$ cat src/rtl/sp_ram_arbiter.sv
// sp_ram_arbiter
// Two-client round-robin arbiter and access sequencer for the single-port
// parity RAM. One access is outstanding at a time: a request is latched in
// IDLE, put on the RAM pins for exactly one ACCESS cycle, and reads then wait
// RD_LAT cycles before the RAM data and parity are captured and handed back.
module sp_ram_arbiter #(
    parameter int ADD_SIZE  = 10,
    parameter int MEM_WIDTH = 16,
    parameter int RD_LAT    = 1   // 1..4 cycles from rd_en to valid mem_dout
) (
    input  logic                 clk,
    input  logic                 rst,            // asynchronous, active-low

    // client 0
    input  logic                 req0,
    input  logic                 we0,
    input  logic [ADD_SIZE-1:0]  addr0,
    input  logic [MEM_WIDTH-1:0] wdata0,
    output logic                 gnt0,
    output logic                 rvalid0,

    // client 1
    input  logic                 req1,
    input  logic                 we1,
    input  logic [ADD_SIZE-1:0]  addr1,
    input  logic [MEM_WIDTH-1:0] wdata1,
    output logic                 gnt1,
    output logic                 rvalid1,

    // shared read return
    output logic [MEM_WIDTH-1:0] rdata,
    output logic                 rpar,
    output logic                 busy,

    // RAM pins
    output logic                 mem_blk_sel,
    output logic                 mem_wr_en,
    output logic                 mem_rd_en,
    output logic                 mem_addr_en,
    output logic                 mem_dout_en,
    output logic [ADD_SIZE-1:0]  mem_addr,
    output logic [MEM_WIDTH-1:0] mem_din,
    input  logic [MEM_WIDTH-1:0] mem_dout,
    input  logic                 mem_parity_out
);

    typedef enum logic [1:0] {
        IDLE    = 2'd0,
        ACCESS  = 2'd1,
        RD_WAIT = 2'd2,
        RD_CAP  = 2'd3
    } state_t;

    // Wait counter is loaded with RD_LAT-1; two bits cover RD_LAT up to 4.
    localparam logic [1:0] CNT_LOAD = 2'(RD_LAT - 1);

    state_t               state_q, state_d;
    logic                 owner_q, owner_d;          // client owning the current access
    logic                 last_owner_q, last_owner_d; // client granted most recently
    logic                 we_q, we_d;
    logic [ADD_SIZE-1:0]  addr_q, addr_d;
    logic [MEM_WIDTH-1:0] wdata_q, wdata_d;
    logic [1:0]           cnt_q, cnt_d;
    logic [MEM_WIDTH-1:0] rdata_q, rdata_d;
    logic                 rpar_q, rpar_d;

    // Arbitration choice for a request seen in IDLE: a tie goes to the client
    // that did not win last; a lone request wins regardless of history.
    logic pick;
    assign pick = (req0 && req1) ? ~last_owner_q : req1;

    // Next-state and datapath update for the access sequencer.
    always_comb begin
        // NOTE: every signal written here gets a default first, so no path
        // through the case leaves one unassigned and no latch is inferred.
        state_d      = state_q;
        owner_d      = owner_q;
        last_owner_d = last_owner_q;
        we_d         = we_q;
        addr_d       = addr_q;
        wdata_d      = wdata_q;
        cnt_d        = cnt_q;
        rdata_d      = rdata_q;
        rpar_d       = rpar_q;

        case (state_q)
            IDLE: begin
                if (req0 || req1) begin
                    owner_d = pick;
                    we_d    = pick ? we1    : we0;
                    addr_d  = pick ? addr1  : addr0;
                    wdata_d = pick ? wdata1 : wdata0;
                    state_d = ACCESS;
                end
            end

            ACCESS: begin
                last_owner_d = owner_q;
                if (we_q) begin
                    state_d = IDLE;
                end else begin
                    cnt_d   = CNT_LOAD;
                    state_d = RD_WAIT;
                end
            end

            RD_WAIT: begin
                if (cnt_q == 2'd0) begin
                    // Last wait cycle: RAM output is valid now.
                    rdata_d = mem_dout;
                    rpar_d  = mem_parity_out;
                    state_d = RD_CAP;
                end else begin
                    cnt_d = cnt_q - 2'd1;
                end
            end

            RD_CAP: begin
                state_d = IDLE;
            end

            default: begin
                state_d = IDLE;
            end
        endcase
    end

    // State, latched command and read-return registers.
    always_ff @(posedge clk or negedge rst) begin
        if (!rst) begin
            state_q      <= IDLE;
            owner_q      <= 1'b0;
            last_owner_q <= 1'b1;   // client 0 wins the first tie
            we_q         <= 1'b0;
            addr_q       <= '0;
            wdata_q      <= '0;
            cnt_q        <= 2'd0;
            rdata_q      <= '0;
            rpar_q       <= 1'b0;
        end else begin
            // NOTE: non-blocking assignments so every register samples the
            // values from before this edge, independent of statement order.
            state_q      <= state_d;
            owner_q      <= owner_d;
            last_owner_q <= last_owner_d;
            we_q         <= we_d;
            addr_q       <= addr_d;
            wdata_q      <= wdata_d;
            cnt_q        <= cnt_d;
            rdata_q      <= rdata_d;
            rpar_q       <= rpar_d;
        end
    end

    // Output decode: only registered state and the latched command, never the
    // live request inputs, so the RAM pins and grants are glitch-free.
    logic in_access;
    assign in_access = (state_q == ACCESS);

    assign gnt0    = in_access && !owner_q;
    assign gnt1    = in_access &&  owner_q;
    assign rvalid0 = (state_q == RD_CAP) && !owner_q;
    assign rvalid1 = (state_q == RD_CAP) &&  owner_q;
    assign busy    = (state_q != IDLE);

    assign rdata = rdata_q;
    assign rpar  = rpar_q;

    assign mem_blk_sel = in_access;
    assign mem_wr_en   = in_access &&  we_q;
    assign mem_rd_en   = in_access && !we_q;
    // RAM input/output registers are bypassed; read latency is RD_LAT.
    assign mem_addr_en = 1'b0;
    assign mem_dout_en = 1'b0;
    // Address and write data follow the latched command, so they hold their
    // last value outside ACCESS.
    assign mem_addr    = addr_q;
    assign mem_din     = wdata_q;

endmodule

$ cat config.mk
export PLATFORM = sky130hd
export DESIGN_NAME = sp_ram_arbiter
export DESIGN_NICKNAME = d
export VERILOG_FILES = /design/src/rtl/sp_ram_arbiter.sv
export SDC_FILE = /design/constraint.sdc
export NUM_CORES = 1
export LEC_CHECK = 0
export ABC_AREA = 0
export BUFFER_PORTS_ARGS = -buffer_cell sky130_fd_sc_hd__buf_2
export CAP_MARGIN = 10
export CORE_MARGIN = 2
export CORE_UTILIZATION = 40
export DETAILED_ROUTE_END_ITERATION = 10
export GPL_TIMING_DRIVEN = 0
export PLACE_DENSITY_LB_ADDON = 0.3
export SYNTH_ARGS = -nofsm -noshare
export SYNTH_HDL_FRONTEND = slang
export SYNTH_SLANG_ARGS = --single-unit
$ cat constraint.sdc
create_clock -name clk -period 3.8 [get_ports clk]
set_input_delay 0.95 -clock clk [delete_from_list [all_inputs] [get_ports clk]]
set_output_delay 0.95 -clock clk [all_outputs]
set_load 0.02 [all_outputs]
==> results.sh, run 1 <==
export IMPL_outcome="finished clean"
export IMPL_routed_via_count=2058
export IMPL_finalWorstPathRequiredPeriod_ns=2.44
export IMPL_period_share_pct=64.2
export IMPL_placement_rows=27
export IMPL_die_h_um=79.8
export IMPL_final_setup_tns_ns=0
export IMPL_combinational_cell_fraction_of_total_power_pct=52.2
export IMPL_post_synth_num_cell_types=25
export IMPL_pre_cts_ws_ns=1.67
export IMPL_port_buffers=125
export IMPL_endpoint_kind="output port"
export IMPL_wl_met3_um=601
export IMPL_setup_reg_to_reg_worst_slack_ns=2.09
export IMPL_gp_congestion=0.696
export IMPL_core_area_um2=5540
export IMPL_worstPathMaxFanout=7
export IMPL_finalHoldViolations=0
export IMPL_syn_inst=226
export IMPL_detailed_place_hpwl_um=4250
export IMPL_worstSkewPairLatency_ns=0.31
export IMPL_pwrdens_nw_per_um2=877
export IMPL_yosysSeqAreaShare_pct=54.4
export IMPL_grt_start_max_net_pins=51
export IMPL_synth_enable_flop_cells=0
export IMPL_initial_antenna_violation_count=0
export IMPL_reg2reg_from="state_q[0]"
export IMPL_report_power_total_w=0.00277
export IMPL_hold_path_startpoint="cnt_q[0]"
export IMPL_antenna_cells=0
export IMPL_dieWidth_um=79.8
export IMPL_drt_met1_wl_um=2450
export IMPL_holdBufCountCts=0
export IMPL_floorplan_initialDensity_pct=41.5
export IMPL_yosys_register_bits=50
export IMPL_switching_share_pct=43.4
export IMPL_internal_power_w=0.00157
export IMPL_crit_type="flop to output port"
export IMPL_post_synth_top_area_fraction_pct=53.3
export IMPL_netSwitchingPower_w=0.00120
export IMPL_synth_top_cells_by_area="sky130_fd_sc_hd__dfrtp_1 (53%), sky130_fd_sc_hd__a21oi_1 (12%), sky130_fd_sc_hd__mux2_2 (9.3%)"
export IMPL_cp_start_kind="flop"
export IMPL_cts_post_setup_buffers_inserted=0
export IMPL_syn_to_final_growth_pct=37.1
export IMPL_drcViolationCount=0
export IMPL_wl_per_cell_um=13.1
export IMPL_hold_path_class="flop to flop"
export IMPL_numCtsBuffers=5
export IMPL_cts_root_buffer="sky130_fd_sc_hd__clkbuf_8"
export IMPL_setup_ws_ns=1.36
export IMPL_dr_wl_met2_um=2560
export IMPL_maxSlewHeadroom_pct=64.6
export IMPL_p_leak_nw=1.60
export IMPL_global_route_overflow_total=0
export IMPL_synth_simple_gate_area_share_pct=11.9
export IMPL_top_layer_used="met4"
export IMPL_drv_max_cap_violation_count=0
export IMPL_drt_pass1_iterations=4
export IMPL_irDropWorstVdd_v=0.000430
export IMPL_synth_area_leader_cell="sky130_fd_sc_hd__dfrtp_1"
export IMPL_synth_xor_area_share_pct=0
export IMPL_final_core_utilization_pct=56.9
export IMPL_fin_skew_ns=0.00526
export IMPL_design_die_area_um2=6380
export IMPL_grt_setup_unrepaired="no"
export IMPL_yosys_area_share_adder_pct=3.26
export IMPL_grt_pass1_vias=1950
export IMPL_worst_ep_required_time_ns=2.85
export IMPL_grtUsageTotal_pct=17.7
export IMPL_synth_warnings=0
export IMPL_ctsLongestPathBuffers=2
export IMPL_cts_sinks=50
export IMPL_cp_data_arrival_time_ns=1.49
export IMPL_tritoncts="built"
export IMPL_grt_pass1_wl_um=8770
export IMPL_final_max_slew_viol_count=0
export IMPL_viasPerCell=4.75
export IMPL_setup_viol=0
export IMPL_worst_slew_pin_slew_ns=0.532
export IMPL_fmax_mhz=410
export IMPL_drtAntennaViolNets=0
export IMPL_share_seq_of_total_power_pct=33.9
export IMPL_boundaryPins=128
export IMPL_cts_htree_levels=2
export IMPL_syn_avg_cell_area_um2=10.2
export IMPL_async_flop_share_pct=100
export IMPL_fraction_of_synthesized_area_in_multiplexers_pct=9.30
export IMPL_postCtsResizedCells=0
export IMPL_routed_wire_length_um=5680
export IMPL_ys_flop_type="sky130_fd_sc_hd__dfrtp_1"
export IMPL_post_synth_design_cell_area_um2=2300
export IMPL_drive_gt1_share_pct=47.4
export IMPL_hold_slack_ns=0.460
export IMPL_finalNetCount=441
export IMPL_largest_family_of_logic_cells_by_synthesized_area="compound AO/OA/AOI/OAI gates"
export IMPL_initialDrtViolationCount=72
export IMPL_synth_compound_gate_area_share_pct=15.9
export IMPL_clkPwrFrac_pct=13.8
export IMPL_clk_transition_reported_paths_ns=0.10
power by group through the flow:
| stage | combinational (W) | sequential, W | clock (W) |
|---|---|---|---|
| after floorplan | 0.000687 | 0.00123 | 0 |
| after global placement | 0.00143 | 0.000936 | 0 |
| after detailed placement | 0.00146 | 0.000949 | 0 |
| after CTS | 0.00146 | 0.000942 | 0.000390 |
| after global routing | 0.00159 | 0.000975 | 0.000410 |
| final | 0.00145 | 0.000939 | 0.000383 |
path summary, 6_finish.rpt:
check | to | cells after the start
setup reg to reg | rdata[14] | 5
hold reg to reg | cnt_q[0] | 1
setup / recovery | mem_rd_en | 4
max in group asynchronous | mem_din[4] | 2
min in group asynchronous | owner_q | 1
hold / removal | cnt_q[0] | 1
Yosys cell counts, types with 2 or more instances:
master                     number
sky130_fd_sc_hd__mux2_2        19
sky130_fd_sc_hd__nor2b_1        4
sky130_fd_sc_hd__o21ai_0        2
sky130_fd_sc_hd__inv_1          5
sky130_fd_sc_hd__nor2_1        27
sky130_fd_sc_hd__o21bai_1       2
sky130_fd_sc_hd__buf_6          2
sky130_fd_sc_hd__dfrtp_1       49
sky130_fd_sc_hd__and2_1         3
sky130_fd_sc_hd__a21oi_1       56
sky130_fd_sc_hd__nand2_1       29
sky130_fd_sc_hd__buf_2          3
sky130_fd_sc_hd__buf_4          8
sky130_fd_sc_hd__ha_1           6
cell families after synthesis:
kind of cell | count (synthesis)
flops | 50
mux | 19
simple gates | 66
other cells | 1
compound gates | 66
buf+inv | 18
fa+ha+maj | 6
cell usage in the layout, fill, tap and decap left out:
cell | netlist | routed
sky130_fd_sc_hd__a21oi_1 | 56 | 56
sky130_fd_sc_hd__conb_1 | 1 | 2
sky130_fd_sc_hd__buf_6 | 2 | 2
sky130_fd_sc_hd__nor2b_1 | 4 | 4
sky130_fd_sc_hd__nand2_2 | 1 | 1
sky130_fd_sc_hd__buf_4 | 8 | 8
sky130_fd_sc_hd__inv_1 | 5 | 5
sky130_fd_sc_hd__dfstp_2 | 1 | 1
sky130_fd_sc_hd__buf_12 | 0 | 1
sky130_fd_sc_hd__and2_1 | 3 | 3
sky130_fd_sc_hd__o21ai_0 | 2 | 2
sky130_fd_sc_hd__dfrtp_1 | 49 | 49
sky130_fd_sc_hd__o21a_1 | 1 | 1
sky130_fd_sc_hd__a21boi_4 | 1 | 1
sky130_fd_sc_hd__o21bai_1 | 2 | 2
sky130_fd_sc_hd__nand2_1 | 29 | 29
sky130_fd_sc_hd__nor3_1 | 1 | 1
sky130_fd_sc_hd__bufinv_16 | 0 | 1
sky130_fd_sc_hd__o31a_1 | 1 | 1
sky130_fd_sc_hd__buf_2 | 3 | 128
sky130_fd_sc_hd__mux2_2 | 19 | 19
sky130_fd_sc_hd__a21boi_0 | 1 | 1
sky130_fd_sc_hd__nor2_1 | 27 | 27
sky130_fd_sc_hd__clkinvlp_4 | 0 | 2
sky130_fd_sc_hd__clkbuf_8 | 0 | 5
sky130_fd_sc_hd__ha_1 | 6 | 6
sky130_fd_sc_hd__o21ai_2 | 1 | 1
sky130_fd_sc_hd__nor3b_1 | 1 | 1
sky130_fd_sc_hd__a21bo_2 | 1 | 1
registers in the layout (all words and copies together) (netlist names), named ones only:
| signal | flops |
|---|---|
| mem_din | 16 |
| mem_addr | 10 |
| cnt_q | 2 |
| rdata | 16 |
| owner_q | 1 |
| rpar | 1 |
| state_q | 1 |
| last_owner_q | 1 |
| we_q | 1 |
layer usage:
metal  track usage (%)  up-vias
met5                 0        -
met3              7.13        5
met4              6.27        0
li1                  -     1019
met1              21.9      944
met2              28.2       90
through the flow:
stage | area [um^2] | cells
final | 3150 | 433
after global routing | 3150 | 433
after CTS | 3130 | 432
after detailed placement | 3020 | 424
after global placement | 3020 | 424
after floorplan | 2300 | 227
worst max-delay path, stage by stage, from the launching register on:
cell,delay [ns]
sky130_fd_sc_hd__dfrtp_1,0.42
sky130_fd_sc_hd__inv_1,0.11
sky130_fd_sc_hd__ha_1,0.27
sky130_fd_sc_hd__nor2b_1,0.20
sky130_fd_sc_hd__buf_2,0.19
final cells by class:
class	instances	area, um^2
Buffer	13	97.6
Sequential cell	50	1250
Clock buffer	5	68.8
Inverter	5	18.8
Timing Repair Buffer	126	646
Clock inverter	3	45.0
Fill cell	537	2390
Multi-Input combinational cell	159	936
Tap cell	72	90.1
No activity file was read; power rests on OpenSTA's default activity.
==> inputs of run 2 (changes only) <==
--- a/config.mk
+++ b/config.mk
@@ -5,7 +5,7 @@
 export SDC_FILE = /design/constraint.sdc
 export NUM_CORES = 1
 export LEC_CHECK = 0
-export ABC_AREA = 0
+export ABC_AREA = 1
 export BUFFER_PORTS_ARGS = -buffer_cell sky130_fd_sc_hd__buf_2
 export CAP_MARGIN = 10
 export CORE_MARGIN = 2
==> constraint.sdc (replaced) <==
create_clock -name clk -period 2 [get_ports clk]
set_input_delay 0.5 -clock clk [delete_from_list [all_inputs] [get_ports clk]]
set_output_delay 0.5 -clock clk [all_outputs]
set_load 0.02 [all_outputs]
==> run 2 against run 1 <==
  * Clock power up 82%
  * Largest cell class unchanged
  * Area after synthesis up 15%
  * Non-clock buffer count up 5
  * Cell count up 25%
  * First-iteration DRC count up 42%
  * Final area up 11%
==> results.sh, run 2 <==
export IMPL_ctsLongestPathBuffers=2
export IMPL_fin_skew_ns=0.00734
export IMPL_routed_wire_length_um=6470
export IMPL_crit_type="flop to output port"
export IMPL_grt_pass1_wl_um=10800
export IMPL_cp_common_cell="sky130_fd_sc_hd__inv_1"
export IMPL_grt_pass1_vias=2370
export IMPL_syn_to_final_growth_pct=32.1
export IMPL_crit_chain="inv_1 > ha_2 > inv_1 > nor2_1 > buf_4"
export IMPL_finalHoldViolations=0
export IMPL_global_route_overflow_total=0
export IMPL_synth_area_leader_cell="sky130_fd_sc_hd__dfrtp_1"
export IMPL_synth_warnings=0
export IMPL_drt_pass1_iterations=6
export IMPL_boundaryPins=128
export IMPL_pwrdens_nw_per_um2=1460
export IMPL_outcome="finished clean"
export IMPL_most_used_routing_layer="met2"
export IMPL_hold_path_class="primary input to async pin"
export IMPL_switching_share_pct=44.8
export IMPL_final_design_area_no_fill_um2=3500
export IMPL_final_core_utilization_pct=54.8
export IMPL_worstPathMaxFanout=4
export IMPL_antenna_cells=0
export IMPL_yosysSeqAreaShare_pct=47.3
export IMPL_fmax_mhz=514
export IMPL_design_die_area_um2=7290
export IMPL_placement_rows=29
export IMPL_post_synth_num_cell_types=22
export IMPL_cp_slowest_cell="sky130_fd_sc_hd__dfrtp_1"
export IMPL_finalNetCount=546
export IMPL_detailed_place_hpwl_um=4710
export IMPL_tritoncts="built"
export IMPL_holdBufCountCts=0
export IMPL_synth_most_common_cell="sky130_fd_sc_hd__nand2_1"
export IMPL_drive_gt1_share_pct=34.5
export IMPL_post_synth_top_area_fraction_pct=46.3
export IMPL_dieWidth_um=85.4
export IMPL_p_leak_nw=2.09
export IMPL_groute_layer_met1_usage_pct=25.3
export IMPL_port_buffers=125
export IMPL_clkPwrFrac_pct=13.7
export IMPL_drv_max_cap_violation_count=0
export IMPL_final_max_slew_viol_count=0
export IMPL_initial_antenna_violation_count=0
export IMPL_endpoint_kind="output port"
export IMPL_core_area_um2=6390
export IMPL_cts_root_buffer="sky130_fd_sc_hd__clkbuf_8"
export IMPL_syn_avg_cell_area_um2=8.01
export IMPL_combinational_cell_fraction_of_total_power_pct=51.3
export IMPL_cts_sinks=50
export IMPL_synthTopCellsByCount="sky130_fd_sc_hd__nand2_1 (128), sky130_fd_sc_hd__dfrtp_1 (49), sky130_fd_sc_hd__nand3_1 (46), sky130_fd_sc_hd__inv_1 (37), sky130_fd_sc_hd__nand3b_1 (27)"
export IMPL_async_flop_share_pct=100
export IMPL_ys_flop_type="sky130_fd_sc_hd__dfrtp_1"
export IMPL_floorplan_initialDensity_pct=41.5
export IMPL_synth_enable_flop_cells=0
export IMPL_post_synth_design_cell_area_um2=2650
export IMPL_irDropWorstVdd_v=0.000727
export IMPL_cts_htree_levels=2
export IMPL_netSwitchingPower_w=0.00229
export IMPL_post_dp_cell_area_um2=3380
export IMPL_syn_inst=331
export IMPL_share_seq_of_total_power_pct=35.0
export IMPL_grtUsageTotal_pct=18.1
export IMPL_grt_start_max_net_pins=51
export IMPL_drcViolationCount=0
export IMPL_final_setup_tns_ns=0
export IMPL_yosys_register_bits=50
export IMPL_wl_per_cell_um=11.9
export IMPL_setup_viol=0
export IMPL_worst_slew_pin_slew_ns=1.10
export IMPL_cp_start_kind="flop"
export IMPL_gp_congestion=0.777
export IMPL_drtAntennaViolNets=0
export IMPL_maxSlewHeadroom_pct=26.7
export IMPL_initialDrtViolationCount=102
export IMPL_internal_power_w=0.00281
export IMPL_die_h_um=85.4
export IMPL_clk_transition_reported_paths_ns=0.09
export IMPL_final_common_cell="sky130_fd_sc_hd__buf_2"
export IMPL_viasPerCell=4.63
export IMPL_grt_util_met3_pct=4.09
export IMPL_worst_ep_required_time_ns=1.50
export IMPL_worstSkewPairLatency_ns=0.30
export IMPL_critical_path_max_stage_delay_ns=0.42
export IMPL_synth_top_cells_by_area="sky130_fd_sc_hd__dfrtp_1 (46%), sky130_fd_sc_hd__nand2_1 (18%), sky130_fd_sc_hd__nand3_1 (8.7%)"
export IMPL_routed_via_count=2515
export IMPL_cp_data_arrival_time_ns=1.44
export IMPL_groute_layer_met2_usage_pct=29.3
export IMPL_numCtsBuffers=5
export IMPL_most_common_layout_cells="sky130_fd_sc_hd__buf_2 (131), sky130_fd_sc_hd__nand2_1 (128), sky130_fd_sc_hd__dfrtp_1 (48)"
export IMPL_report_power_total_w=0.00510
export IMPL_period_share_pct=97.2
export IMPL_finalWorstPathRequiredPeriod_ns=1.94
==> run 2: cell count changes in the layout (fill, tap and decap cells not counted), moves of 4 or more <==
| cell | previous run | this run |
|---|---|---|
| sky130_fd_sc_hd__mux2_2 | 19 | 0 |
| sky130_fd_sc_hd__nand3_1 | 0 | 46 |
| sky130_fd_sc_hd__nand2_1 | 29 | 128 |
| sky130_fd_sc_hd__nand3b_1 | 0 | 27 |
| sky130_fd_sc_hd__inv_1 | 5 | 37 |
| sky130_fd_sc_hd__nor2_1 | 27 | 4 |
| sky130_fd_sc_hd__nor2b_1 | 4 | 0 |
| sky130_fd_sc_hd__a21oi_1 | 56 | 0 |
| sky130_fd_sc_hd__buf_6 | 2 | 7 |
==> run 2: critical path, delay by kind of cell (launching register included) <==
family	cells	cell delay [ns]
buffers and inverters	3	0.36
AND/OR/NAND/NOR	1	0.15
flip-flops	1	0.42
adder cells (fa/ha/maj)	1	0.22
==> run 2: metrics by stage <==
stage	setup slack (ns)	instances	hold WS, ns
finish	0.0555	543	0.398
floorplan	0.283	332	0.204
global placement	0.391	534	0.451
CTS	0.0258	542	0.412
detailed placement	0.381	534	0.453
global route	-0.0558	543	0.411
==> run 2: power groups by stage <==
stage / clock network (W) / logic (W) / registers [W]
6_report: 0.000698 / 0.00262 / 0.00179
3_3_place_gp: 0 / 0.00258 / 0.00179
3_5_place_dp: 0 / 0.00263 / 0.00180
5_1_grt: 0.000780 / 0.00291 / 0.00184
4_1_cts: 0.000730 / 0.00264 / 0.00178
2_1_floorplan: 0 / 0.00121 / 0.00232
==> run 2: area by class of cell <==
| cell class | count | area (um^2) |
|---|---|---|
| Clock buffer | 6 | 72.6 |
| Sequential cell | 50 | 1250 |
| Tap cell | 77 | 96.3 |
| Multi-Input combinational cell | 225 | 1110 |
| Buffer | 18 | 140 |
| Inverter | 39 | 151 |
| Timing Repair Buffer | 126 | 636 |
| Fill cell | 625 | 2890 |
| Clock inverter | 2 | 37.5 |
==> run 2: final timing paths <==
| kind | slack [ns] | to | startpoint | cells after the start |
|---|---|---|---|---|
| min reg2reg | 0.48 | rdata[14] | rdata[14] | 2 |
| min in group clk | 0.43 | rdata[2] | mem_dout[2] | 3 |
| max reg2reg | 0.45 | rdata[8] | state_q[0] | 6 |
| max in group asynchronous | 0.86 | state_q[0] | rst | 1 |
| min | 0.40 | mem_din[5] | rst | 1 |
| max | 0.06 | mem_rd_en | flop | 5 |
==> run 2: kinds of logic after synthesis <==
family	Yosys count	synth area share, %
buffers and inverters	57	11.0
adders and majority gates	6	2.83
DFF	50	47.3
other	1	0.142
and+or+nand+nor	213	38.0
AOI/OAI and AO/OA	4	0.755
==> run 2: timing repair <==
item | CTS | global route
setup endpoints to repair | 0 | 4
setup buffers | 0 | 1
gates resized for setup | 0 | 3
==> run 2: routing by layer <==
| layer | routed length (um) | up-vias | share of wire (%) |
|---|---|---|---|
| li1 | - | 1289 | - |
| met1 | 3000 | 1128 | 46 |
| met3 | 544 | 6 | 8.4 |
| met2 | 2880 | 92 | 44 |
| met4 | 45 | 0 | 0.70 |
| met5 | 0 | - | 0 |
==> inputs of run 3 (changes only) <==
--- a/config.mk
+++ b/config.mk
@@ -9,7 +9,7 @@
 export BUFFER_PORTS_ARGS = -buffer_cell sky130_fd_sc_hd__buf_2
 export CAP_MARGIN = 10
 export CORE_MARGIN = 2
-export CORE_UTILIZATION = 40
+export CORE_UTILIZATION = 42
 export DETAILED_ROUTE_END_ITERATION = 10
 export GPL_TIMING_DRIVEN = 0
 export PLACE_DENSITY_LB_ADDON = 0.3
==> run 3 against run 2 <==
  * Combinational power barely moved
  * Die area down 4.5%
  * Setup slack improved by 0.044 ns
  * Clock power up 0.9%
  * First-iteration DRC count up 2.0%
  * Largest power group unchanged
  * Sequential cell count unchanged
  * Wire length up 2.4%
==> results.sh, run 3 (synthesis gave the netlist of run 2 again) <==
export IMPL_reg2reg_from="state_q[0]"
export IMPL_grtUsageTotal_pct=18.9
export IMPL_routed_wire_length_um=6630
export IMPL_cp_data_arrival_time_ns=1.40
export IMPL_final_fill_count=572
export IMPL_final_common_cell="sky130_fd_sc_hd__buf_2"
export IMPL_critical_path_max_stage_delay_ns=0.43
export IMPL_tritoncts="built"
export IMPL_timing_reg2reg_worst_path_depth=8
export IMPL_worst_ep_required_time_ns=1.50
export IMPL_worst_slew_pin_slew_ns=1.12
export IMPL_port_buffers=125
export IMPL_worst_path_dominant_cell_family="flip-flops"
export IMPL_drcViolationCount=0
export IMPL_crit_type="flop to output port"
export IMPL_dieWidth_um=83.4
export IMPL_post_layout_nonfiller_instances=541
export IMPL_grt_pass1_wl_um=10800
export IMPL_grt_setup_unrepaired="no"
export IMPL_setup_reg_to_reg_worst_slack_ns=0.47
export IMPL_final_max_slew_viol_count=0
export IMPL_place_detailed_instances=532
export IMPL_worstSkewPairLatency_ns=0.30
export IMPL_grt_start_max_net_pins=51
export IMPL_pre_cts_ws_ns=0.371
export IMPL_initial_antenna_violation_count=0
export IMPL_hold_slack_ns=0.395
export IMPL_grt_pass1_vias=2378
export IMPL_global_route_overflow_total=0
export IMPL_fmax_mhz=526
export IMPL_floorplan_initialDensity_pct=44.0
export IMPL_cts_sinks=50
export IMPL_antenna_cells=0
export IMPL_numCtsBuffers=5
export IMPL_placement_rows=28
export IMPL_drt_pass1_iterations=4
export IMPL_irDropWorstVdd_v=0.000768
export IMPL_drtAntennaViolNets=0
export IMPL_viasPerCell=4.75
export IMPL_p_leak_nw=2.09
export IMPL_gp_congestion=0.832
export IMPL_pwrdens_nw_per_um2=1460
export IMPL_most_common_layout_cells="sky130_fd_sc_hd__buf_2 (130), sky130_fd_sc_hd__nand2_1 (128), sky130_fd_sc_hd__dfrtp_1 (48)"
export IMPL_design_die_area_um2=6960
export IMPL_endpoint_kind="output port"
export IMPL_finalHoldViolations=0
export IMPL_fin_skew_ns=0.00764
export IMPL_wl_per_cell_um=12.3
export IMPL_routed_via_count=2570
export IMPL_rr_endpoint="mem_din[5]"
export IMPL_drv_max_cap_violation_count=0
export IMPL_worstPathMaxFanout=4
export IMPL_setup_ws_ns=0.0997
export IMPL_maxSlewHeadroom_pct=25.5
export IMPL_finalWorstPathRequiredPeriod_ns=1.90
export IMPL_holdBufCountCts=0
export IMPL_syn_to_final_growth_pct=32.3
export IMPL_drive_gt1_share_pct=35.0
export IMPL_period_share_pct=95.0
export IMPL_detailed_place_hpwl_um=4830
export IMPL_cts_root_buffer="sky130_fd_sc_hd__clkbuf_8"
export IMPL_finalNetCount=546
export IMPL_crit_chain="inv_1 > ha_2 > inv_1 > nor2_2 > buf_4"
export IMPL_cp_num_buf_inv=3
export IMPL_cp_common_cell="sky130_fd_sc_hd__inv_1"
export IMPL_cp_slowest_cell="sky130_fd_sc_hd__dfrtp_1"
export IMPL_cp_start_kind="flop"
export IMPL_core_area_um2=6030
export IMPL_hold_path_class="primary input to async pin"
export IMPL_ctsLongestPathBuffers=2
export IMPL_outcome="finished clean"
export IMPL_final_setup_tns_ns=0
export IMPL_die_h_um=83.4
export IMPL_clk_transition_reported_paths_ns=0.09
export IMPL_initialDrtViolationCount=104
export IMPL_setup_viol=0
export IMPL_cts_htree_levels=2
export IMPL_boundaryPins=128
run 3: cell count changes in the layout (fill, tap and decap cells not counted), sizes merged:
cell / change
clkbuf: -1
clkinvlp: +1
run 3: area by class of cell:
class                           instances  area (um^2)  area share, %
Clock buffer                            5         68.8           1.96
Timing Repair Buffer                  126          638           18.2
Tap cell                               75         93.8           2.68
Sequential cell                        50         1250           35.8
Multi-Input combinational cell        225         1110           31.8
Inverter                               39          151           4.32
Buffer                                 18          140           4.00
Clock inverter                          3         45.0           1.28
run 3: worst reg2reg max path: stages, from the launching register on:
cell and delay (ns):
sky130_fd_sc_hd__dfrtp_2 0.45, sky130_fd_sc_hd__inv_1 0.12, sky130_fd_sc_hd__ha_1 0.20, sky130_fd_sc_hd__inv_2 0.08
sky130_fd_sc_hd__nor2_8 0.22, sky130_fd_sc_hd__inv_6 0.08, sky130_fd_sc_hd__buf_6 0.15, sky130_fd_sc_hd__nand2_1 0.06
sky130_fd_sc_hd__nand2_1 0.06
run 3: report_power, final:
| part | switching [W] | internal (W) | leakage (nW) |
|---|---|---|---|
| registers | 0.000293 | 0.00151 | 0.610 |
| clock network | 0.000332 | 0.000372 | 0.0504 |
| logic | 0.00169 | 0.000941 | 1.43 |
| total | 0.00231 | 0.00282 | 2.09 |
run 3: routing by layer:
metal | vias up | wire, um | track usage, %
li1 | 1290 | - | -
met1 | 1172 | 3030 | 25.2
met2 | 98 | 3050 | 31.2
met3 | 10 | 478 | 4.08
met4 | 0 | 67 | 5.28
met5 | - | 0 | 0
run 3: worst max path at each step:
| stage | startpoint | endpoint | slack, ns | cells past startpoint |
|---|---|---|---|---|
| final | flop | mem_rd_en | 0.1 | 5 |
| after global routing | flop | gnt0 | 0.002 | 5 |
| after CTS | flop | mem_rd_en | 0.01 | 5 |
| after detailed placement | flop | mem_rd_en | 0.37 | 5 |
| after global placement | flop | mem_rd_en | 0.37 | 5 |
| after floorplan | flop | mem_rd_en | 0.28 | 4 |
run 3: stage by stage:
stage          total power, W  area (um^2)  util [%]
2_1_floorplan         0.00353         2650         -
4_1_cts               0.00516         3490      57.9
3_5_place_dp          0.00444         3370      56.0
5_1_grt               0.00552         3510      58.2
3_3_place_gp          0.00437         3370      56.0
6_report              0.00513         3510      58.2
run 3: timing repair:
item,4_1_cts,5_1_grt
hold endpoints to repair,0,0
gates resized for setup,0,5
buffers inserted,0,1
endpoints found under the setup margin,0,3
